### config.mk
export PLATFORM = sky130hd
export DESIGN_NAME = i2c_target_regfile
export DESIGN_NICKNAME = d
export VERILOG_FILES = /design/src/rtl/i2c_target_regfile.sv
export SDC_FILE = /design/constraint.sdc
export NUM_CORES = 1
export LEC_CHECK = 0
export ABC_AREA = 1
export CAP_MARGIN = 20
export CORE_ASPECT_RATIO = 0.75
export CORE_MARGIN = 2
export CORE_UTILIZATION = 53
export DETAILED_ROUTE_END_ITERATION = 10
export GPL_TIMING_DRIVEN = 0
export PLACE_DENSITY = 0.8
export SLEW_MARGIN = 20
export SYNTH_ARGS = -nofsm -noshare
export SYNTH_HDL_FRONTEND = slang
export SYNTH_SLANG_ARGS = --single-unit
### constraint.sdc
create_clock -name clk -period 2.7 [get_ports clk]
set_clock_uncertainty 0.2 [all_clocks]
set_input_delay 0.405 -clock clk [delete_from_list [all_inputs] [get_ports clk]]
set_output_delay 0.405 -clock clk [all_outputs]
set_load 0.01 [all_outputs]
### src/rtl/i2c_target_regfile.sv
// I2C target exposing a pointer-addressed bank of 8-bit registers, fully synchronous to clk.
// SCL/SDA are synchronised and glitch-filtered; SDA drive changes a fixed hold time after SCL falls.
module i2c_target_regfile #(
  parameter logic [6:0] ADDRESS     = 7'h42,
  parameter int         NUM_REGS    = 4,
  parameter int         FILTER_LEN  = 3,
  parameter int         HOLD_CYCLES = 4,
  localparam int        PW          = $clog2(NUM_REGS)
) (
  input  logic                  clk,
  input  logic                  reset,
  input  logic                  scl_in,
  input  logic                  sda_in,
  output logic                  sda_oe,
  output logic [8*NUM_REGS-1:0] wr_regs,
  input  logic [8*NUM_REGS-1:0] rd_regs,
  output logic                  wr_strobe,
  output logic [PW-1:0]         wr_index,
  output logic                  rd_strobe,
  output logic                  busy
);

  localparam logic [3:0] ST_IDLE      = 4'd0;
  localparam logic [3:0] ST_ADDR      = 4'd1;
  localparam logic [3:0] ST_ADDR_ACK  = 4'd2;
  localparam logic [3:0] ST_PTR       = 4'd3;
  localparam logic [3:0] ST_PTR_ACK   = 4'd4;
  localparam logic [3:0] ST_WDATA     = 4'd5;
  localparam logic [3:0] ST_WDATA_ACK = 4'd6;
  localparam logic [3:0] ST_RDATA     = 4'd7;
  localparam logic [3:0] ST_RDATA_ACK = 4'd8;

  localparam int            HW        = $clog2(HOLD_CYCLES + 1) + 1;
  localparam logic [HW-1:0] HOLD_INIT = HW'(HOLD_CYCLES);
  localparam logic [HW-1:0] HOLD_ONE  = HW'(1'b1);
  localparam logic [2:0]    FLT_LAST  = 3'(FILTER_LEN - 1);
  localparam logic [PW-1:0] PTR_LAST  = PW'(NUM_REGS - 1);

  // bit 0 carries SCL, bit 1 carries SDA through the whole input path
  logic [1:0]      meta_r, sync_r, filt_r, filt_d_r;
  logic [1:0][2:0] flt_cnt_r;
  logic            scl_rise_s, scl_fall_s, start_s, stop_s;
  logic [3:0]      state_r;
  logic [2:0]      bit_cnt_r;
  logic [7:0]      shift_r, byte_s;
  logic [PW-1:0]   ptr_r, ptr_next_s;
  logic            rw_r, drive_s;
  logic [HW-1:0]   hold_cnt_r;

  // Synchroniser plus hold filter: a level only moves after FILTER_LEN agreeing samples.
  always_ff @(posedge clk or posedge reset) begin
    if (reset) begin
      meta_r    <= 2'b11;
      sync_r    <= 2'b11;
      filt_r    <= 2'b11;
      filt_d_r  <= 2'b11;
      flt_cnt_r <= '0;
    end else begin
      meta_r   <= {sda_in, scl_in};
      sync_r   <= meta_r;
      filt_d_r <= filt_r;
      for (int i = 0; i < 2; i++) begin
        if (sync_r[i] == filt_r[i]) begin
          flt_cnt_r[i] <= 3'd0;
        end else if (flt_cnt_r[i] == FLT_LAST) begin
          filt_r[i]    <= sync_r[i];
          flt_cnt_r[i] <= 3'd0;
        end else begin
          flt_cnt_r[i] <= flt_cnt_r[i] + 3'd1;
        end
      end
    end
  end

  assign scl_rise_s = filt_r[0] & ~filt_d_r[0];
  assign scl_fall_s = ~filt_r[0] & filt_d_r[0];
  assign start_s    = filt_r[0] & filt_d_r[1] & ~filt_r[1];
  assign stop_s     = filt_r[0] & ~filt_d_r[1] & filt_r[1];
  assign byte_s     = {shift_r[6:0], filt_r[1]};

  // Pointer advance with wrap at the top of the bank.
  always_comb begin
    ptr_next_s = ptr_r;
    if (ptr_r == PTR_LAST) begin
      ptr_next_s = '0;
    end else begin
      ptr_next_s = ptr_r + PW'(1'b1);
    end
  end

  // SDA level wanted for the SCL-low phase that follows the current state's last rise.
  always_comb begin
    drive_s = 1'b0;
    case (state_r)
      ST_ADDR_ACK, ST_PTR_ACK, ST_WDATA_ACK: drive_s = 1'b1;
      ST_RDATA:                              drive_s = ~shift_r[7];
      default:                               drive_s = 1'b0;
    endcase
  end

  // Bus-condition handling, bit/byte FSM, register bank and delayed SDA drive.
  always_ff @(posedge clk or posedge reset) begin
    if (reset) begin
      state_r    <= ST_IDLE;
      bit_cnt_r  <= 3'd0;
      shift_r    <= 8'h00;
      ptr_r      <= '0;
      rw_r       <= 1'b0;
      hold_cnt_r <= '0;
      sda_oe     <= 1'b0;
      wr_regs    <= '0;
      wr_strobe  <= 1'b0;
      wr_index   <= '0;
      rd_strobe  <= 1'b0;
      busy       <= 1'b0;
    end else begin
      wr_strobe <= 1'b0;
      rd_strobe <= 1'b0;
      if (start_s) begin
        state_r    <= ST_ADDR;
        bit_cnt_r  <= 3'd0;
        hold_cnt_r <= '0;
        sda_oe     <= 1'b0;
        busy       <= 1'b1;
      end else if (stop_s) begin
        state_r    <= ST_IDLE;
        bit_cnt_r  <= 3'd0;
        hold_cnt_r <= '0;
        sda_oe     <= 1'b0;
        busy       <= 1'b0;
      end else begin
        if (scl_fall_s) begin
          hold_cnt_r <= HOLD_INIT;
        end else if (hold_cnt_r != '0) begin
          hold_cnt_r <= hold_cnt_r - HOLD_ONE;
          if (hold_cnt_r == HOLD_ONE) begin
            sda_oe <= drive_s;
          end
        end
        if (scl_rise_s) begin
          case (state_r)
            ST_ADDR, ST_PTR, ST_WDATA: begin
              shift_r   <= byte_s;
              bit_cnt_r <= bit_cnt_r + 3'd1;
              if (bit_cnt_r == 3'd7) begin
                if (state_r == ST_ADDR) begin
                  if (byte_s[7:1] == ADDRESS) begin
                    rw_r    <= byte_s[0];
                    state_r <= ST_ADDR_ACK;
                  end else begin
                    state_r <= ST_IDLE;
                  end
                end else if (state_r == ST_PTR) begin
                  if (byte_s < 8'(NUM_REGS)) begin
                    ptr_r   <= byte_s[PW-1:0];
                    state_r <= ST_PTR_ACK;
                  end else begin
                    state_r <= ST_IDLE;
                  end
                end else begin
                  state_r <= ST_WDATA_ACK;
                end
              end
            end
            ST_ADDR_ACK: begin
              if (rw_r) begin
                shift_r   <= rd_regs[{ptr_r, 3'b000} +: 8];
                rd_strobe <= 1'b1;
                state_r   <= ST_RDATA;
              end else begin
                state_r <= ST_PTR;
              end
            end
            ST_PTR_ACK: state_r <= ST_WDATA;
            ST_WDATA_ACK: begin
              wr_regs[{ptr_r, 3'b000} +: 8] <= shift_r;
              wr_strobe <= 1'b1;
              wr_index  <= ptr_r;
              ptr_r     <= ptr_next_s;
              state_r   <= ST_WDATA;
            end
            ST_RDATA: begin
              shift_r   <= {shift_r[6:0], 1'b0};
              bit_cnt_r <= bit_cnt_r + 3'd1;
              if (bit_cnt_r == 3'd7) begin
                state_r <= ST_RDATA_ACK;
              end
            end
            ST_RDATA_ACK: begin
              ptr_r <= ptr_next_s;
              // controller ACK (SDA low) asks for the next byte
              if (!filt_r[1]) begin
                shift_r   <= rd_regs[{ptr_next_s, 3'b000} +: 8];
                rd_strobe <= 1'b1;
                state_r   <= ST_RDATA;
              end else begin
                state_r <= ST_IDLE;
              end
            end
            default: state_r <= ST_IDLE;
          endcase
        end
      end
    end
  end

endmodule

==> results.cfg <==
[die]
ios = 74
dieHeight_um = 80.3
core_area_um2 = 7430
rows = 27
die_x_um = 106
initial_core_util_pct = 55.4
die-area_um2 = 8500

[worst_setup_path]
slowest_stage = dfrtp_1
crit_type = register to register
rr_startpoint = ptr_r[0]
critPathMaxStageDelay_ns = 0.59
rrSetupSlack_ns = 0.17
critPathMaxFanout = 8
crit_end = shift_r[6]
cp-end-kind = register
timing.reg2reg.worst_path_depth = 8
crit_required_ns = 2.77
reg2reg_to = shift_r[6]
startpoint_type = register
cp-startpoint = ptr_r[0]
path_cells = inv_1, ha_1, inv_1, o21ai_2, nand3_1, nand2_1, nand2_1, a21oi_1
cp.arrival_ns = 2.61

[synth]
ys_warn_count = 0
syn-num-nets = 577
syn_inst = 530
netlist_area_um2 = 4120
synth_cell_types = 38
seq_area_frac_synth_pct = 45.2
ys_ff_latch = 74
avgSynthCellArea_um2 = 7.77

[clocking]
ctsLongestPathBuffers = 2
cts_tree = done
cts_hold_buffers = 0
clock_sinks = 74
clk_transition_reported_paths_ns = 0.08
post_cts_buffers = 0
cts_buffers = 9
htree_levels = 3
worstSkewPairLatency_ns = 0.36
clockRootBuffer = clkbuf_8

[pwr]
irDropWorstVdd_mv = 0.392
power_density_nw_per_um2 = 653
p_leak_uw = 0.00273
power.total_uw = 3420

[timing]
hold_violations = 0
setup_ws_ns = 0.169
fmax_mhz = 395
rsz0062_at_grt = false
finalSetupTns_ns = 0
tightest_slew_ns = 0.535
maxSlewViolCount = 0
post-route-period-util_pct = 93.7
max_slew_margin_pct = 64.2
setup_viol = 0
fin_crit_ns = 2.53

[cells_and_area]
fillers = 618
utilization_pct = 70.4
finalNetCount = 662
multi_input_area_um2 = 1890
layout-drive-gt1-share_pct = 10.2
final_area_um2 = 5230
area_growth_syn_to_layout_pct = 27.1
seq_area_um2 = 1860
antenna_cells = 0

[drt]
drt_first_pass_iters = 5
vias = 3792
ant_nets = 0
drt_iter0_drc = 323
vias_per_cell = 5.26
drc_errors = 0
drt_wl_total_mm = 9.78
wire_per_inst_um = 13.6

[place]
routabilityCongestion = 0.915
dp_hpwl_mm = 7.45
io_buffer_count = 73
dp_slack_ns = 0.180
placed_area_um2 = 5000

[hold_path]
hold_class = primary input to asynchronous set/reset pin

[global_route]
grt_max_degree = 52
grt_usage_pct = 25.0
overflow = 0
antenna_found_initial = 0
grt_pass1_wl_mm = 16.6
grt_pass1_vias = 3528

[flow_run]
maxCapViolCount = 0

[status]
status = completed
==> cells by family after synthesis <==
logic type / after synthesis / share of synthesized area, %
fa+ha+maj: 11 / 3.34
xor+xnor: 6 / 1.28
buf+inv: 95 / 9.06
simple gates: 271 / 31.5
flops: 74 / 45.2
mux: 2 / 0.486
compound gates: 71 / 9.15
==> cells in the mapped netlist <==
cell / n / area, um^2
a21oi_1: 17 / 85.1
a22oi_1: 1 / 7.51
a311oi_1: 1 / 8.76
a31oi_1: 1 / 6.26
buf_2: 5 / 25.0
buf_6: 1 / 11.3
clkbuf_1: 2 / 7.51
dfrtp_1: 66 / 1650
dfstp_2: 8 / 210
ha_1: 11 / 138
inv_1: 79 / 297
inv_2: 7 / 26.3
inv_4: 1 / 6.26
mux2i_1: 2 / 20.0
nand2_1: 106 / 398
nand2_2: 3 / 18.8
nand2_4: 3 / 33.8
nand3_1: 84 / 420
nand3_2: 2 / 20.0
nand4_1: 4 / 25.0
nor2_1: 42 / 158
nor2_2: 4 / 25.0
nor2_4: 2 / 22.5
nor2_8: 3 / 60.1
nor3_1: 11 / 55.1
nor3_2: 1 / 10.0
nor3_4: 1 / 16.3
nor3b_1: 1 / 7.51
nor4_1: 2 / 12.5
o21ai_0: 37 / 185
o21ai_1: 10 / 50.1
o21ai_2: 2 / 17.5
o21bai_1: 1 / 7.51
o31a_1: 1 / 8.76
or2_1: 1 / 6.26
or2_2: 1 / 6.26
xnor2_1: 3 / 26.3
xor2_1: 3 / 26.3
==> metal layers <==
layer  GRT usage (%)  share of wire (%)  routed length [um]  up-vias
li1                -                  -                   -     1878
met4            8.95                1.8                 172        0
met5               0                  0                   0        -
met2            38.1                 43                4200      163
met1            35.5                 49                4770     1737
met3            5.19                6.5                 635       14
==> stage by stage <==
stage | cells | hold WS (ns)
global placement | 704 | 0.145
global route | 721 | 0.159
floorplan | 530 | 0.145
finish | 721 | 0.158
detailed placement | 705 | 0.148
CTS | 721 | 0.158
==> flip-flops by register name, summed over array words and instances, names as in the netlist <==
name and cells:
rd_strobe 1, rw_r 1, filt_r 2, shift_r 8
wr_strobe 1, filt_d_r 2, flt_cnt_r 6, hold_cnt_r 4
wr_index 2, sync_r 2, busy 1, meta_r 2
ptr_r 2, bit_cnt_r 3, sda_oe 1, state_r 4
wr_regs 32
==> final cells by class <==
cell class                 count  share of cell area, %
tap                          101                   2.42
inverter                      87                   6.34
clock buffer                  11                   2.70
buffer                         8                  0.837
clock inverter                 5                   1.48
sequential                    74                   35.6
timing repair buffer          74                   14.5
multi-input combinational    361                   36.2
==> repair_timing <==
action | CTS | global route
hold endpoints to repair | 0 | 0
gates resized for setup | 0 | 2
setup endpoints to repair | 0 | 9
==> critical path: cells and delay by family, from the launching register on <==
family / cells / cell delay (ns)
adders and majority gates: 1 / 0.44
buffers and inverters: 2 / 0.37
AOI/OAI and AO/OA: 2 / 0.50
DFF: 1 / 0.59
and+or+nand+nor: 3 / 0.33
==> worst min-delay path by stage <==
stage | from | cells past startpoint | slack [ns] | end
after CTS | reset | 2 | 0.16 | bit_cnt_r[0]
final | reset | 2 | 0.16 | bit_cnt_r[0]
after global placement | meta_r[1] | 0 | 0.15 | sync_r[1]
after global routing | meta_r[0] | 0 | 0.16 | sync_r[0]
after floorplan | meta_r[0] | 0 | 0.15 | sync_r[0]
after detailed placement | meta_r[0] | 0 | 0.15 | sync_r[0]
==> report_power, final <==
| part | leakage (uW) | switching, uW | internal, uW | total [uW] |
|---|---|---|---|---|
| combinational | 0.00167 | 563 | 366 | 929 |
| clock | 0.000109 | 413 | 543 | 956 |
| sequential | 0.000955 | 218 | 1310 | 1530 |
| total | 0.00273 | 1190 | 2220 | 3420 |
==> placed cells by master, fill, tap and decap left out, types with 11 or more instances in the layout <==
cell type | netlist | routed
nand2_1 | 106 | 106
nand3_1 | 84 | 84
inv_1 | 79 | 78
clkdlybuf4s50_1 | 0 | 73
dfrtp_1 | 66 | 66
nor2_1 | 42 | 42
o21ai_0 | 37 | 37
a21oi_1 | 17 | 17
ha_1 | 11 | 11
Note: power is estimated with default switching activity, not from simulation.
